$ cat config.mk
export PLATFORM = sky130hd
export DESIGN_NAME = slave_arbiter
export DESIGN_NICKNAME = d
export VERILOG_FILES = /design/src/rtl/xbar_pkg.sv /design/src/rtl/slave_arbiter_req_tracker.sv /design/src/rtl/slave_arbiter.sv
export SDC_FILE = /design/constraint.sdc
export NUM_CORES = 1
export LEC_CHECK = 0
export ABC_CLOCK_PERIOD_IN_PS = 1470
export CAP_MARGIN = 20
export CORE_UTILIZATION = 51
export CTS_CLUSTER_DIAMETER = 30
export DETAILED_ROUTE_END_ITERATION = 6
export DONT_BUFFER_PORTS = 1
export GPL_ROUTABILITY_DRIVEN = 1
export PLACE_DENSITY = 0.78
export SLEW_MARGIN = 40
export SYNTH_ARGS = -nofsm -noshare
export SYNTH_HDL_FRONTEND = slang
export SYNTH_SLANG_ARGS = --single-unit
$ cat constraint.sdc
create_clock -name clk -period 1.47 [get_ports clk]
set_input_delay 0.3675 -clock clk [delete_from_list [all_inputs] [get_ports clk]]
set_output_delay 0.3675 -clock clk [all_outputs]
set_load 0.01 [all_outputs]
$ cat src/rtl/xbar_pkg.sv
// Shared crossbar definitions: per-master transaction states and command encoding.
package xbar_pkg;

  typedef enum logic [1:0] {
    NO_REQ = 2'd0,
    WAIT   = 2'd1,
    W_ACK  = 2'd2,
    W_DATA = 2'd3
  } req_state_t;

  localparam logic CMD_READ  = 1'b0;
  localparam logic CMD_WRITE = 1'b1;

endpackage

$ cat src/rtl/slave_arbiter_req_tracker.sv
// One master's view of this slave: capture, transaction FSM, latched request and ack pulse.
module req_tracker
  import xbar_pkg::*;
#(
  parameter int ADDR_W = 32,
  parameter int DATA_W = 32
) (
  input  logic              clk,
  input  logic              rst_n,
  input  logic              s_no,
  input  logic              req,
  input  logic [ADDR_W-1:0] addr,
  input  logic              cmd,
  input  logic [DATA_W-1:0] wdata,
  input  logic              grant,
  input  logic              slave_ack,
  input  logic              data_read,
  output logic [1:0]        stat,
  output logic              owner,
  output logic              wack,
  output logic              ack,
  output logic              slave_sel,
  output logic [ADDR_W-1:0] addr_lat,
  output logic              cmd_lat,
  output logic [DATA_W-1:0] wdata_lat
);

  req_state_t        state_q, state_d;
  logic [ADDR_W-1:0] addr_q, addr_d;
  logic              cmd_q, cmd_d;
  logic [DATA_W-1:0] wdata_q, wdata_d;
  logic              slave_q, slave_d;
  logic              ack_q, ack_d;
  logic              capture;

  always_ff @(posedge clk) begin
    if (!rst_n) begin
      state_q <= NO_REQ;
      addr_q  <= '0;
      cmd_q   <= 1'b0;
      wdata_q <= '0;
      slave_q <= 1'b0;
      ack_q   <= 1'b0;
    end else begin
      state_q <= state_d;
      addr_q  <= addr_d;
      cmd_q   <= cmd_d;
      wdata_q <= wdata_d;
      slave_q <= slave_d;
      ack_q   <= ack_d;
    end
  end

  // The ack cycle blocks capture so a req still high then is not taken twice.
  assign capture = req && (addr[ADDR_W-1] == s_no) && !ack_q;

  always_comb begin
    state_d = state_q;
    addr_d  = addr_q;
    cmd_d   = cmd_q;
    wdata_d = wdata_q;
    slave_d = slave_q;
    unique case (state_q)
      NO_REQ: if (capture) begin
        state_d = WAIT;
        addr_d  = addr;
        cmd_d   = cmd;
        wdata_d = wdata;
        slave_d = s_no;
      end
      WAIT:   if (grant) state_d = W_ACK;
      W_ACK:  if (slave_ack) state_d = (cmd_q == CMD_WRITE) ? NO_REQ : W_DATA;
      W_DATA: if (data_read) state_d = NO_REQ;
      default: state_d = NO_REQ;
    endcase
  end

  always_comb begin
    ack_d     = (state_q == W_ACK) && slave_ack;
    stat      = state_q;
    owner     = (state_q == W_ACK) || (state_q == W_DATA);
    wack      = (state_q == W_ACK);
    ack       = ack_q;
    slave_sel = slave_q;
    addr_lat  = addr_q;
    cmd_lat   = cmd_q;
    wdata_lat = wdata_q;
  end

endmodule

$ cat src/rtl/slave_arbiter.sv
// Per-slave request front end: two request trackers, round-robin grant and slave bus mux.
module slave_arbiter
  import xbar_pkg::*;
#(
  parameter int ADDR_W = 32,
  parameter int DATA_W = 32
) (
  input  logic              clk,
  input  logic              rst_n,
  input  logic              s_no,
  input  logic              master0_req,
  input  logic              master1_req,
  input  logic [ADDR_W-1:0] master0_addr,
  input  logic [ADDR_W-1:0] master1_addr,
  input  logic              master0_cmd,
  input  logic              master1_cmd,
  input  logic [DATA_W-1:0] master0_wdata,
  input  logic [DATA_W-1:0] master1_wdata,
  output logic              master0_ack,
  output logic              master1_ack,
  output logic              slave_req,
  output logic [ADDR_W-1:0] slave_addr,
  output logic              slave_cmd,
  output logic [DATA_W-1:0] slave_wdata,
  input  logic              slave_ack,
  output logic [1:0]        stat0,
  output logic [1:0]        stat1,
  output logic              slave0,
  output logic              slave1,
  input  logic              data_read0,
  input  logic              data_read1
);

  logic              grant0, grant1;
  logic              owner0, owner1, wack0, wack1;
  logic [ADDR_W-1:0] addr0, addr1;
  logic              cmd0, cmd1;
  logic [DATA_W-1:0] wdata0, wdata1;
  logic              last_grant_q, last_grant_d;
  logic              idle, wait0, wait1;

  req_tracker #(.ADDR_W(ADDR_W), .DATA_W(DATA_W)) u_trk0 (
    .clk(clk), .rst_n(rst_n), .s_no(s_no), .req(master0_req), .addr(master0_addr),
    .cmd(master0_cmd), .wdata(master0_wdata), .grant(grant0), .slave_ack(slave_ack),
    .data_read(data_read0), .stat(stat0), .owner(owner0), .wack(wack0), .ack(master0_ack),
    .slave_sel(slave0), .addr_lat(addr0), .cmd_lat(cmd0), .wdata_lat(wdata0)
  );

  req_tracker #(.ADDR_W(ADDR_W), .DATA_W(DATA_W)) u_trk1 (
    .clk(clk), .rst_n(rst_n), .s_no(s_no), .req(master1_req), .addr(master1_addr),
    .cmd(master1_cmd), .wdata(master1_wdata), .grant(grant1), .slave_ack(slave_ack),
    .data_read(data_read1), .stat(stat1), .owner(owner1), .wack(wack1), .ack(master1_ack),
    .slave_sel(slave1), .addr_lat(addr1), .cmd_lat(cmd1), .wdata_lat(wdata1)
  );

  always_ff @(posedge clk) begin
    if (!rst_n) last_grant_q <= 1'b1;
    else        last_grant_q <= last_grant_d;
  end

  // Grants look only at registered state, which forces an idle cycle between owners.
  always_comb begin
    idle         = !owner0 && !owner1;
    wait0        = (stat0 == WAIT);
    wait1        = (stat1 == WAIT);
    grant0       = idle && wait0 && (!wait1 || last_grant_q);
    grant1       = idle && wait1 && (!wait0 || !last_grant_q);
    last_grant_d = last_grant_q;
    if (grant0)      last_grant_d = 1'b0;
    else if (grant1) last_grant_d = 1'b1;
  end

  always_comb begin
    slave_req   = wack0 || wack1;
    slave_addr  = '0;
    slave_cmd   = 1'b0;
    slave_wdata = '0;
    if (owner0) begin
      slave_addr  = addr0;
      slave_cmd   = cmd0;
      slave_wdata = wdata0;
    end else if (owner1) begin
      slave_addr  = addr1;
      slave_cmd   = cmd1;
      slave_wdata = wdata1;
    end
  end

endmodule

==> flow_metrics.env <==
export IMPL_status="finished with violations"
export IMPL_violations="negative setup slack"
export IMPL_reg2reg_depth=6
export IMPL_max_slew_margin=0.761
export IMPL_whs_path_depth=2
export IMPL_syn_to_final_growth_pct=35.2
export IMPL_synth_top_area_cell="dfxtp_1"
export IMPL_grt_first_pass_wirelength_mm=24.7
export IMPL_min_path_type="primary input to flop"
export IMPL_initial_utilization=0.531
export IMPL_r2r_setup_slack_ps=-110
export IMPL_crit_family="flip-flops"
export IMPL_die_h_um=115
export IMPL_tritoncts="done"
export IMPL_cts_root_buf="clkbuf_16"
export IMPL_p_sw_mw=3.06
export IMPL_criticalPathCategory="flop to primary output"
export IMPL_cp_end_kind="primary output"
export IMPL_gp_congestion=0.762
export IMPL_hold_end="u_trk1.wdata_lat[18]"
export IMPL_ys_types=28
export IMPL_io_pins=212
export IMPL_synth_edff_count=0
export IMPL_worst_path_max_fanout=8
export IMPL_most_common_layout_cells="nand2_1 (332), dfxtp_1 (136), mux2i_1 (132), o21ai_4 (37), clkbuf_16 (32)"
export IMPL_pre_cts_slack_ps=-54.8
export IMPL_slew_violations=0
export IMPL_startpoint_type="flop"
export IMPL_placed_cell_area_um2=6910
export IMPL_first_pass_iters=5
export IMPL_dp_cells=934
export IMPL_cp_required_ps=1100
export IMPL_ys_warn_count=0
export IMPL_hold_viol_final=0
export IMPL_clkSinkCount=139
export IMPL_synth_seq_cells=139
export IMPL_share_comb_of_total_power=0.228
export IMPL_setup_viol=189
export IMPL_cp_num_buf_inv=2
export IMPL_diodes=0
export IMPL_syn_area_um2=6480
export IMPL_synth_seq_area_share=0.429
export IMPL_synth_area_per_cell_um2=8.05
export IMPL_cp_slowest_cell="dfxtp_4"
export IMPL_hpwl_mm=9.87
export IMPL_drtIter0Drc=429
export IMPL_cts_buffers=17
export IMPL_fp_row_count=40
export IMPL_synth_net_count=943
export IMPL_fmax_mhz=576
export IMPL_slowest_delay_ps=430
export IMPL_internal_power_mw=8.41
export IMPL_clkLatencyLatePin_ps=420
export IMPL_vias_per_cell=5.48
export IMPL_finish_instance_area_um2=8760
export IMPL_hold_start="master1_wdata[18]"
export IMPL_ys_async_sr_fraction=0
export IMPL_ir_worst_vdd_v=0.000854
export IMPL_antenna_found_initial=0
export IMPL_power_leakage_nw=3.38
export IMPL_drt_wl_total_mm=18.1
export IMPL_setup_slack_ps=-268
export IMPL_n_fill_cell=851
export IMPL_grt_max_degree=266
export IMPL_rr_endpoint="u_trk1.wdata_lat[29]"
export IMPL_synthCells=805
export IMPL_synth_area_leaders="dfxtp_1 (43%), nand2_1 (21%), mux2i_1 (21%)"
export IMPL_drive_gt1_frac=0.228
export IMPL_ant_nets=0
export IMPL_io_buffers=0
export IMPL_fin_util=0.718
export IMPL_powerDensity_nw_per_um2=1310
export IMPL_clkPwrFrac=0.394
export IMPL_synth_top_area_share=0.429
export IMPL_min_period_ps=1740
export IMPL_pwr_share_seq=0.378
export IMPL_ys_flop_type="dfxtp_1"
export IMPL_grt_use_total=0.246
export IMPL_crit_path_cell_trace="buf_12 > clkbuf_16 > nand2b_4 > nand2_4"
export IMPL_die_area_um2=13200
export IMPL_clkTransAtPathRegs_ps=60
export IMPL_crit_arrival_ps=1370
export IMPL_htree_levels=4
export IMPL_swShare=0.267
export IMPL_via_count=5459
export IMPL_drc=0
export IMPL_clockBufferDepth=2
export IMPL_first_global_vias=5006
export IMPL_overflow=0
export IMPL_r2r_start="u_trk1.stat[1]"
export IMPL_coreArea_um2=12200
export IMPL_worst_pin_slew_ps=357
export IMPL_fin_worst_skew_ps=8.86
export IMPL_grt_setup_unrepaired="true"
export IMPL_final_common_cell="nand2_1"
export IMPL_final_cells=997
export IMPL_fin_crit_sh=1.18
export IMPL_routedWlPerCell_um=18.2
export IMPL_max_cap_viol_count=0
export IMPL_power_mw=11.5
export IMPL_layout_nets=955
export IMPL_die_x_um=115
-- worst max-delay path by stage --
| stage | endpoint | startpoint | cells after the start | slack, ps |
|---|---|---|---|---|
| 6_report | slave_req | u_trk0.stat[1] | 4 | -270 |
| 5_1_grt | slave_wdata[14] | u_trk1.stat[1] | 3 | -320 |
| 4_1_cts | slave_addr[31] | u_trk1.stat[1] | 3 | -270 |
| 3_5_place_dp | u_trk0.addr_lat[19] | master0_addr[31] | 5 | -50 |
| 3_3_place_gp | u_trk0.wdata_lat[13] | master0_addr[31] | 5 | -20 |
| 2_1_floorplan | slave_addr[28] | u_trk0.stat[1] | 3 | -50 |
-- state kept, by name (all words and copies together) (netlist names), 2 cells and up --
name              flops
u_trk0.addr_lat      32
u_trk1.stat           2
u_trk0.stat           2
u_trk1.addr_lat      32
u_trk0.wdata_lat     32
u_trk1.wdata_lat     32
-- cells in the mapped netlist (2+ instances only) --
cell      number
nor2_1         3
a21oi_1        4
mux2i_1      133
inv_1          2
o31ai_1        2
o21ai_0       51
nor2b_1        2
buf_1          2
buf_4          4
clkbuf_1      37
nor4_4         2
a22o_1        16
dfxtp_1      139
xor2_1         2
buf_2         15
nand2b_1       5
nand2_1      366
buf_6         10
-- cell families (layout without fill, tap and decap cells) --
group | Yosys count | in the layout | synth area share
flip-flops | 139 | 139 | 0.429
AND/OR/NAND/NOR | 382 | 382 | 0.232
buffers and inverters | 70 | 94 | 0.0573
multiplexers | 133 | 133 | 0.205
XOR/XNOR | 2 | 2 | 0.00270
AO/OA/AOI/OAI | 79 | 79 | 0.0737
-- final cells by class --
cell class	count	area, µm²	share of cell area
Multi-Input combinational cell	596	3990	0.456
Sequential cell	139	2790	0.319
Timing Repair Buffer	61	1130	0.129
Clock buffer	25	527	0.0601
Tap cell	168	210	0.0240
Clock inverter	6	105	0.0120
Inverter	2	7.51	0.000857
-- timing repair --
| action | 4_1_cts | 5_1_grt |
|---|---|---|
| hold buffers | 0 | 0 |
| resized for setup | 79 | 45 |
| setup endpoints to repair | 69 | 145 |
| buffers inserted | 5 | 6 |
| endpoints found under the hold margin | 0 | 0 |
| cloned | 5 | 16 |
| pin swaps | 37 | 6 |
-- power by group through the flow --
stage	clock network [mW]	logic [mW]	registers [mW]
after floorplan	0	1.39	4.31
after global placement	0	1.69	4.36
after detailed placement	0	1.72	4.37
after CTS	4.57	2.11	4.30
after global routing	4.72	2.76	4.37
final	4.52	2.61	4.34
-- stage by stage --
stage | setup TNS (ps) | hold WS [ps]
6_report | -20110 | 85.3
4_1_cts | -15790 | 36.9
2_1_floorplan | -274 | 434
3_3_place_gp | -444 | 441
5_1_grt | -30110 | 76.6
3_5_place_dp | -1690 | 447
-- metal layers --
metal  part of all wire  GRT usage
met2               0.50      0.418
met5                  0          0
met3              0.073      0.100
met1               0.40      0.266
met4              0.021      0.125
No activity file was read; power rests on OpenSTA's default activity.
